## config.mk

```make
export PLATFORM = sky130hd
export DESIGN_NAME = heavyhash_product_packer_flat
export DESIGN_NICKNAME = d
export VERILOG_FILES = /design/src/rtl/heavyhash_product_packer_pkg.sv /design/src/rtl/heavyhash_product_packer_if.sv /design/src/rtl/heavyhash_product_packer_pe_nibble_slice.sv /design/src/rtl/heavyhash_product_packer.sv /design/src/flat_wrapper.sv
export SDC_FILE = /design/constraint.sdc
export NUM_CORES = 1
export LEC_CHECK = 0
export BUFFER_PORTS_ARGS = -buffer_cell sky130_fd_sc_hd__buf_2
export CAP_MARGIN = 5
export CELL_PAD_IN_SITES_DETAIL_PLACEMENT = 1
export CELL_PAD_IN_SITES_GLOBAL_PLACEMENT = 1
export CORE_AREA = 2 2 293 295
export CTS_CLUSTER_SIZE = 30
export DETAILED_ROUTE_END_ITERATION = 10
export DIE_AREA = 0 0 295 297
export PLACE_DENSITY = 0.83
export RECOVER_POWER = 25
export SLEW_MARGIN = 20
export SYNTH_ARGS = -nofsm -noshare
export SYNTH_HDL_FRONTEND = slang
export SYNTH_SLANG_ARGS = --single-unit
export TNS_END_PERCENT = 20
```

## constraint.sdc

```tcl
create_clock -name clk -period 3.2 [get_ports clk]
set_clock_uncertainty 0.05 [all_clocks]
set_input_delay 0.64 -clock clk [delete_from_list [all_inputs] [get_ports clk]]
set_output_delay 0.64 -clock clk [all_outputs]
set_load 0.1 [all_outputs]
```

## src/rtl/heavyhash_product_packer_pkg.sv

```systemverilog
// Shared constants and types for the HeavyHash product packer.
// Contents: accumulator/nibble geometry, legal accumulation bound,
// packer FSM state type and the 256-bit hash word type.
package obtc_pkg;
   localparam int ACC_W   = 14;
   localparam int NIB_W   = 4;
   localparam int SHIFT   = 10;
   localparam int MAX_ACC = 14400;   // 64 * 15 * 15

   typedef enum logic [1:0] {IDLE, COLLECT, OUTPUT} packer_state_t;
   typedef logic [255:0] hash256_t;
endpackage

```

## src/rtl/heavyhash_product_packer_if.sv

```systemverilog
// Handshake bundle between the PE array / SHA3 stages and the product packer.
// Ports (signals):
//   digest_in/digest_valid/digest_ready  SHA3 digest in
//   batch_in/batch_valid/batch_ready     NPE PE accumulations per beat
//   res_out/res_valid/res_ready          digest XOR product out
// Modports: slave = packer side, master = upstream/downstream side.
interface heavyhash_product_packer_if #(
   parameter int NPE   = 16,
   parameter int ACC_W = 14
);
   logic [255:0]         digest_in;
   logic                 digest_valid;
   logic                 digest_ready;
   logic [NPE*ACC_W-1:0] batch_in;
   logic                 batch_valid;
   logic                 batch_ready;
   logic [255:0]         res_out;
   logic                 res_valid;
   logic                 res_ready;

   modport slave (
      input  digest_in, digest_valid, batch_in, batch_valid, res_ready,
      output digest_ready, batch_ready, res_out, res_valid
   );

   modport master (
      output digest_in, digest_valid, batch_in, batch_valid, res_ready,
      input  digest_ready, batch_ready, res_out, res_valid
   );
endinterface

```

## src/rtl/heavyhash_product_packer_pe_nibble_slice.sv

```systemverilog
// pe_nibble_slice: reduces one PE accumulation to its product nibble.
// Ports: acc (in, ACC_W) -> nib (out, 4) = acc[SHIFT+3:SHIFT];
//        ovf (out, 1) = acc > MAX_ACC, present only with PACKER_OVF_CHECK_EN.
// Purely combinational; no saturation on the data path.
module pe_nibble_slice #(
   parameter int ACC_W = 14,
   parameter int SHIFT = 10
) (
   input  logic [ACC_W-1:0]            acc,
`ifdef PACKER_OVF_CHECK_EN
   output logic                        ovf,
`endif
   output logic [obtc_pkg::NIB_W-1:0]  nib
);
   import obtc_pkg::*;

   assign nib = acc[SHIFT +: NIB_W];

`ifdef PACKER_OVF_CHECK_EN
   assign ovf = int'(acc) > MAX_ACC;
`else
   // Bits outside the nibble only matter for the range check.
   logic unused_acc_bits;
   assign unused_acc_bits = ^acc;
`endif
endmodule

```

## src/rtl/heavyhash_product_packer.sv

```systemverilog
// heavyhash_product_packer: collects NROWS/NPE batches of PE accumulations,
// packs one nibble per row into a 256-bit product, XORs with the SHA3 digest
// and presents the registered result on a valid/ready handshake.
// Ports: clk, rst_n (sync, active-low), flush (sync abort),
//        bus (heavyhash_product_packer_if.slave), ovf_err (sticky range error).
// Optional feature macro: PACKER_OVF_CHECK_EN (accumulation range check).
//
// state   | meaning
// IDLE    | waiting for a digest
// COLLECT | accepting PE batches, filling the product register
// OUTPUT  | result valid and held until res_ready
module heavyhash_product_packer #(
   parameter int NPE   = 16,
   parameter int NROWS = 64,
   parameter int ACC_W = 14,
   parameter int SHIFT = 10
) (
   input  logic                        clk,
   input  logic                        rst_n,
   input  logic                        flush,
   heavyhash_product_packer_if.slave   bus,
   output logic                        ovf_err
);
   import obtc_pkg::*;

   localparam int NB    = NROWS / NPE;
   localparam int CNT_W = (NB > 1) ? $clog2(NB) : 1;
   localparam logic [CNT_W-1:0] LAST_B = CNT_W'(NB - 1);

   packer_state_t       state_q, state_d;
   logic [CNT_W-1:0]    cnt_q, cnt_d;
   hash256_t            prod_q, prod_d;
   hash256_t            dig_q, dig_d;
   hash256_t            res_q, res_d;
   logic [NPE*NIB_W-1:0] nib_vec;
   logic                digest_fire, batch_fire, res_fire;
`ifdef PACKER_OVF_CHECK_EN
   logic [NPE-1:0]      ovf_vec;
   logic                ovf_q, ovf_d;
`endif

   for (genvar k = 0; k < NPE; k++) begin : g_slice
      pe_nibble_slice #(.ACC_W(ACC_W), .SHIFT(SHIFT)) u_slice (
         .acc (bus.batch_in[k*ACC_W +: ACC_W]),
`ifdef PACKER_OVF_CHECK_EN
         .ovf (ovf_vec[k]),
`endif
         .nib (nib_vec[k*NIB_W +: NIB_W])
      );
   end

   // A new digest may be taken in the same cycle the result is consumed.
   assign bus.digest_ready = (state_q == IDLE) || ((state_q == OUTPUT) && bus.res_ready);
   assign bus.batch_ready  = (state_q == COLLECT);
   assign bus.res_valid    = (state_q == OUTPUT);
   assign bus.res_out      = res_q;

   assign digest_fire = bus.digest_valid && bus.digest_ready;
   assign batch_fire  = bus.batch_valid  && bus.batch_ready;
   assign res_fire    = bus.res_valid    && bus.res_ready;

   always_comb begin
      state_d = state_q;
      cnt_d   = cnt_q;
      prod_d  = prod_q;
      dig_d   = dig_q;
      res_d   = res_q;

      if (digest_fire) dig_d = bus.digest_in;

      // Row r lands in byte r/2, even rows in the high nibble: that is
      // nibble slot r^1 of the 256-bit word.
      if (batch_fire) begin
         for (int k = 0; k < NPE; k++) begin
            prod_d[NIB_W*((int'(cnt_q)*NPE + k) ^ 1) +: NIB_W] = nib_vec[k*NIB_W +: NIB_W];
         end
      end

      unique case (state_q)
         IDLE: begin
            if (digest_fire) state_d = COLLECT;
         end
         COLLECT: begin
            if (batch_fire) begin
               if (cnt_q == LAST_B) begin
                  state_d = OUTPUT;
                  cnt_d   = '0;
                  res_d   = dig_q ^ prod_d;   // includes the batch arriving now
               end else begin
                  cnt_d = cnt_q + 1'b1;
               end
            end
         end
         OUTPUT: begin
            if (res_fire) state_d = digest_fire ? COLLECT : IDLE;
         end
         default: state_d = IDLE;
      endcase

      if (flush) begin
         state_d = IDLE;
         cnt_d   = '0;
      end
   end

   always_ff @(posedge clk) begin
      if (!rst_n) begin
         state_q <= IDLE;
         cnt_q   <= '0;
         prod_q  <= '0;
         dig_q   <= '0;
         res_q   <= '0;
      end else begin
         state_q <= state_d;
         cnt_q   <= cnt_d;
         prod_q  <= prod_d;
         dig_q   <= dig_d;
         res_q   <= res_d;
      end
   end

`ifdef PACKER_OVF_CHECK_EN
   // Sticky across flush; only reset clears it.
   always_comb ovf_d = ovf_q | (batch_fire & (|ovf_vec));

   always_ff @(posedge clk) begin
      if (!rst_n) ovf_q <= 1'b0;
      else        ovf_q <= ovf_d;
   end

   assign ovf_err = ovf_q;
`else
   assign ovf_err = 1'b0;
`endif
endmodule
```

## src/flat_wrapper.sv

```systemverilog
// flat-port wrapper written by rule: the top's interface ports become plain ports
module heavyhash_product_packer_flat import obtc_pkg::*;
#(
   parameter int NPE   = 16,
   parameter int NROWS = 64,
   parameter int ACC_W = 14,
   parameter int SHIFT = 10
)
  (clk, rst_n, flush, ovf_err, bus_digest_in, bus_digest_valid, bus_batch_in, bus_batch_valid, bus_res_ready, bus_digest_ready, bus_batch_ready, bus_res_out, bus_res_valid);
  heavyhash_product_packer_if #(.NPE(NPE), .ACC_W(ACC_W)) bus_i ();
  input  logic clk;
  input  logic rst_n;
  input  logic flush;
  output logic ovf_err;
  input wire logic [$bits(bus_i.digest_in)-1:0] bus_digest_in;
  input wire logic [$bits(bus_i.digest_valid)-1:0] bus_digest_valid;
  input wire logic [$bits(bus_i.batch_in)-1:0] bus_batch_in;
  input wire logic [$bits(bus_i.batch_valid)-1:0] bus_batch_valid;
  input wire logic [$bits(bus_i.res_ready)-1:0] bus_res_ready;
  output wire logic [$bits(bus_i.digest_ready)-1:0] bus_digest_ready;
  output wire logic [$bits(bus_i.batch_ready)-1:0] bus_batch_ready;
  output wire logic [$bits(bus_i.res_out)-1:0] bus_res_out;
  output wire logic [$bits(bus_i.res_valid)-1:0] bus_res_valid;
  assign bus_i.digest_in = bus_digest_in;
  assign bus_i.digest_valid = bus_digest_valid;
  assign bus_i.batch_in = bus_batch_in;
  assign bus_i.batch_valid = bus_batch_valid;
  assign bus_i.res_ready = bus_res_ready;
  assign bus_digest_ready = bus_i.digest_ready;
  assign bus_batch_ready = bus_i.batch_ready;
  assign bus_res_out = bus_i.res_out;
  assign bus_res_valid = bus_i.res_valid;
  heavyhash_product_packer #(.NPE(NPE), .NROWS(NROWS), .ACC_W(ACC_W), .SHIFT(SHIFT)) u_core (.clk(clk), .rst_n(rst_n), .flush(flush), .bus(bus_i), .ovf_err(ovf_err));
endmodule
```

==> impl_metrics.yaml, run 1 <==
run_status:
  status: "finished, violations left"
  violations: "capacitance limit, slew limit"
logic_synthesis:
  yosys_warnings: 0
  synthArstFlopShare: 0
  synth-edff-count: 0
  syn-cell-area_um2: 31600
  syn_inst: 3520
  avgSynthCellArea_um2: 8.99
  syn-num-nets: 4012
  seq_area_frac_synth: 0.451
  synthFlopType: "dfxtp_1"
  ys_seq_elements: 712
  yosysUniqueCellTypes: 38
routing:
  num_vias: 28591
  wl_um: 116000
  vias_per_cell: 5.54
  drc: 0
  drtIter0Drc: 1340
  first_pass_iters: 5
  ant_nets: 0
  wire_per_inst_um: 22.5
clocking:
  htreeDepth: 3
  cts_setup_buffers: 0
  cts_buffers: 79
  clk_pin_slew_ns: 0.06
  worstSkewPairLatency_ns: 0.63
  cts_sinks: 712
  cts_max_path_buffers: 3
  cts_tree: "built"
  clockRootBuffer: "clkbuf_16"
  hold_buffers: 0
  post_cts_resized: 0
global_routing:
  grt_use_met3: 0.0685
  use_met1: 0.290
  track_usage: 0.256
  grt_use_met2: 0.436
  grt_remaining_overflow: 0
  grt_pass1_vias: 29158
  grt_pass1_wl_um: 175000
  top_usage_layer: "met2"
  antenna_found_initial: 23
  grt_max_degree: 162
die:
  die_h_um: 297
  core_um2: 84500
  die-area_um2: 87600
  io_pins: 746
  row_count: 107
  dieWidth_um: 295
  start_util: 0.374
worst_setup_path:
  critPathCaptureType: "flip-flop"
  cp.required_ns: 3.70
  worstSetupPathType: "in2reg"
  cp_max_fo: 71
  critPathLaunchType: "primary input"
  crit_arrival_ns: 3.46
placement:
  place_congestion: 0.849
  postPlaceCellArea_um2: 35800
  port_buffers: 584
  hpwl_um: 79400
  place_ws_ns: 0.472
timing:
  worst_pin_slew_ns: 2.31
  finalCriticalPeriod_ns: 2.96
  setup_viol: 0
  max-slew-margin-rel: -0.538
  rsz0062_at_grt: "no"
  setup_ws_ns: 0.240
  hold_violations: 0
  slew_viol_final: 63
  finalCritPeriodShare: 0.925
  max_freq_ghz: 0.338
  tns_ns: 0
finish:
  final_nets: 4438
  seq_area_um2: 14300
  final_cell_area_um2: 38200
  drive_above_1_share: 0.165
  n_fill_cell: 9907
  multi_input_area_um2: 15900
  syn2layout_area_growth_pct: 20.7
pwr:
  power_density_nw_per_um2: 511
  leakagePower_uw: 0.0156
  total_power_uw: 19500
  vdd_drop_max_mv: 0.410
flow_run:
  maxCapViolations: 1
hold_path:
  hp-class: "in2reg"
## area by class of cell
| type | instances | share of cell area |
|---|---|---|
| multi-input combinational | 2457 | 0.417 |
| timing repair buffer | 691 | 0.105 |
| tap | 1144 | 0.0375 |
| antenna | 13 | 0.000852 |
| clock buffer | 118 | 0.0593 |
| sequential | 712 | 0.374 |
| clock inverter | 18 | 0.00666 |
| inverter | 5 | 0.000492 |
## cell usage in the layout (no fill, tap or decap), drive strengths merged, types with 60 or more instances in the layout
cell,Yosys,layout
a21boi,264,264
and3b,120,120
buf,57,537
clkbuf,289,272
dfxtp,712,712
mux2i,189,189
nand2,598,598
nand3,443,443
nand4,198,198
nor2b,185,185
nor3b,75,75
o211a,61,61
or4b,184,184
xor2,60,60
## per-stage QoR
step / utilization / instances / hold slack (ns)
floorplan: - / 3520 / 0.397
global placement: 0.424 / 5009 / 0.409
detailed placement: 0.424 / 5009 / 0.420
CTS: 0.454 / 5145 / 0.160
global route: 0.451 / 5148 / 0.180
finish: 0.452 / 5158 / 0.201
## path summary, 6_finish.rpt
path | start | end | slack (ns) | cells past startpoint
max reg2reg | u_core.state_q[0] | u_core.bus.res_out[83] | 0.48 | 5
max | rst_n | u_core.bus.res_out[133] | 0.24 | 4
min reg2reg | u_core.dig_q[228] | u_core.dig_q[228] | 0.42 | 2
min | bus_digest_in[22] | u_core.dig_q[22] | 0.20 | 3
## flip-flops by register name (all words and copies together), names as in the netlist
| signal | flops |
|---|---|
| u_core.cnt_q | 2 |
| u_core.prod_q | 196 |
| u_core.state_q | 2 |
| u_core.bus.res_out | 256 |
| u_core.dig_q | 256 |
## cells in the mapped netlist (all sizes together), types with 57 or more instances
cell | n | area share
o211a | 61 | 0.019
mux2i | 189 | 0.060
dfxtp | 712 | 0.45
clkbuf | 289 | 0.034
or4b | 184 | 0.058
buf | 57 | 0.012
xor2 | 60 | 0.017
nand3 | 443 | 0.070
nand4 | 198 | 0.039
nor3b | 75 | 0.018
a21boi | 264 | 0.063
and3b | 120 | 0.033
nor2b | 185 | 0.037
nand2 | 598 | 0.071
## where the power goes
group / leakage (µW) / internal [µW] / switching (µW)
Combinational: 0.00864 / 513 / 824
Clock: 0.00122 / 5100 / 3850
Sequential: 0.00578 / 9080 / 152
## critical path, cell delays in order
cell and delay [ns]:
clkbuf_2 1.57, buf_4 0.60, or4b_1 0.49, nand3_1 0.10
## routing by layer
metal / wire (µm) / up-vias / share of wire
met5: 153 / - / 0.0013
met4: 6650 / 24 / 0.057
met3: 8630 / 278 / 0.074
met2: 55900 / 844 / 0.48
met1: 44900 / 14112 / 0.39
li1: - / 13333 / -
## cells by family (layout without fill, tap and decap cells)
kind of cell,count (synthesis),in the layout,share of synthesized area
muxes,189,189,0.0598
and+or+nand+nor,1850,1850,0.336
buffers and inverters,351,832,0.0472
DFF,712,712,0.451
AOI/OAI and AO/OA,351,351,0.0871
xor gates and xnor gates,60,60,0.0166
other,1,14,0.000119
adders and majority gates,6,6,0.00237
Power figures use the tool's default switching activity.
==> run 2: changes to the inputs <==
--- a/config.mk
+++ b/config.mk
@@ -10,6 +10,7 @@
 export CELL_PAD_IN_SITES_DETAIL_PLACEMENT = 1
 export CELL_PAD_IN_SITES_GLOBAL_PLACEMENT = 1
 export CORE_AREA = 2 2 293 295
+export CTS_BUF_LIST = sky130_fd_sc_hd__clkbuf_8 sky130_fd_sc_hd__clkbuf_16
 export CTS_CLUSTER_SIZE = 30
 export DETAILED_ROUTE_END_ITERATION = 10
 export DIE_AREA = 0 0 295 297
==> constraint.sdc (replaced) <==
create_clock -name clk -period 3.4 [get_ports clk]
set_clock_uncertainty 0.05 [all_clocks]
set_input_delay 0.68 -clock clk [delete_from_list [all_inputs] [get_ports clk]]
set_output_delay 0.68 -clock clk [all_outputs]
set_load 0.1 [all_outputs]
==> run 2 against run 1 <==
- the flow now finishes without violations
- worst hold slack better by 0.050 ns
- total power down 3.8%
- combinational power down 7%
- cell area up 0.33%
==> impl_metrics.yaml, run 2 (synthesis results as in run 1) <==
run_status:
  status: "finished clean"
hold_path:
  min_from: "bus_digest_in[189]"
  hp-class: "in2reg"
placement:
  place_ws_ns: 0.612
  port_buffers: 584
  place_congestion: 0.834
  place_inst: 5010
  hpwl_um: 78900
worst_setup_path:
  critPathLaunchType: "flip-flop"
  worstPathCellList: "buf_4 -> clkbuf_2 -> and3b_1 -> mux2i_1 -> or4b_1 -> nand3_1"
  critPathCaptureType: "flip-flop"
  cpPeakStageDelay_ns: 0.92
  crit_arrival_ns: 3.52
  critical_path_buf_inv_count: 2
  worstSetupPathType: "reg2reg"
  critPathLaunch: "u_core.cnt_q[0]"
  cp_top_family: "buffers and inverters"
  cp_max_fo: 52
  cp.required_ns: 3.91
  crit_slowest_cell: "clkbuf_2"
  timing.rr.start: "u_core.cnt_q[0]"
pwr:
  vdd_drop_max_mv: 0.360
  total_power_uw: 18800
  leakagePower_uw: 0.0158
  power_density_nw_per_um2: 490
global_routing:
  grt_use_met2: 0.447
  grt_max_degree: 160
  grt_pass1_vias: 29117
  top_usage_layer: "met2"
  antenna_found_initial: 23
  grt_use_met3: 0.0709
  grt_pass1_wl_um: 174000
  grt_remaining_overflow: 0
  track_usage: 0.254
  use_met1: 0.287
timing:
  finalCritPeriodShare: 0.884
  setup_viol: 0
  worst_pin_slew_ns: 1.32
  tns_ns: 0
  hold_violations: 0
  finalCriticalPeriod_ns: 3.00
  setup_ws_ns: 0.396
  max_freq_ghz: 0.333
  timing.hold.ws_ns: 0.251
  max-slew-margin-rel: 0.123
  slew_viol_final: 0
  rsz0062_at_grt: "no"
routing:
  vias_per_cell: 5.50
  drc: 0
  wire_per_inst_um: 22.3
  first_pass_iters: 5
  drtIter0Drc: 1354
  ant_nets: 0
  num_vias: 28384
  wl_um: 115000
clocking:
  hold_buffers: 0
  cts_buffers: 80
  worstSkewPairLatency_ns: 0.62
  cts_max_path_buffers: 3
  cts_setup_buffers: 0
  htreeDepth: 3
  cts_tree: "built"
  clockRootBuffer: "clkbuf_16"
  post_cts_resized: 0
  cts_sinks: 712
  clk_pin_slew_ns: 0.06
die:
  core_um2: 84500
  die-area_um2: 87600
  dieWidth_um: 295
  die_h_um: 297
  io_pins: 746
  row_count: 107
  start_util: 0.374
finish:
  drive_above_1_share: 0.168
  layout.cells.non_filler: 5164
  final_nets: 4440
  syn2layout_area_growth_pct: 21.1
  final_common_cell: "dfxtp_1"
  final_cell_mix: "711 x dfxtp_1, 598 x nand2_1, 443 x nand3_1"
flow_run:
  maxCapViolations: 0
run 2: cell count changes in the layout (fill, tap and decap cells not counted), sizes merged:
cell | before | now
inv | 8 | 21
clkinv | 11 | 19
clkbuf | 272 | 265
buf | 537 | 531
bufinv | 2 | 4
clkinvlp | 2 | 0
diode | 13 | 11
run 2: power breakdown:
group          total (µW)  switching [µW]  internal [µW]
registers            8680             140           8540
clock network        8850            3650           5190
logic                1240             766            471
run 2: metal layers:
layer	up-vias	routed length (µm)
met1	14056	45500
met5	-	186
met3	233	8080
met2	736	57000
li1	13333	-
met4	26	4500
run 2: worst min-delay path: stages:
cell      delay (ns)
buf_2           0.09
nand2_1         0.04
a21boi_0        0.06
run 2: final timing paths:
kind                                                end  slack (ns)  cells after the start
worst max-delay path            u_core.bus.res_out[100]        0.40                      6
worst min-delay path                  u_core.dig_q[189]        0.25                      3
worst max register to register  u_core.bus.res_out[100]        0.40                      6
worst min register to register        u_core.dig_q[236]        0.42                      2
run 2: area by class of cell:
type,instances,area [µm²]
Antenna cell,11,27.5
Clock buffer,104,2350
Clock inverter,39,362
Fill cell,9887,46200
Inverter,5,18.8
Multi-Input combinational cell,2457,15900
Sequential cell,712,14300
Tap cell,1144,1430
Timing Repair Buffer,692,3940
run 2: through the flow:
stage / utilization / area (µm²)
final: 0.453 / 38300
after global routing: 0.453 / 38300
after detailed placement: 0.423 / 35800
after floorplan: - / 31600
after global placement: 0.423 / 35800
after CTS: 0.456 / 38500
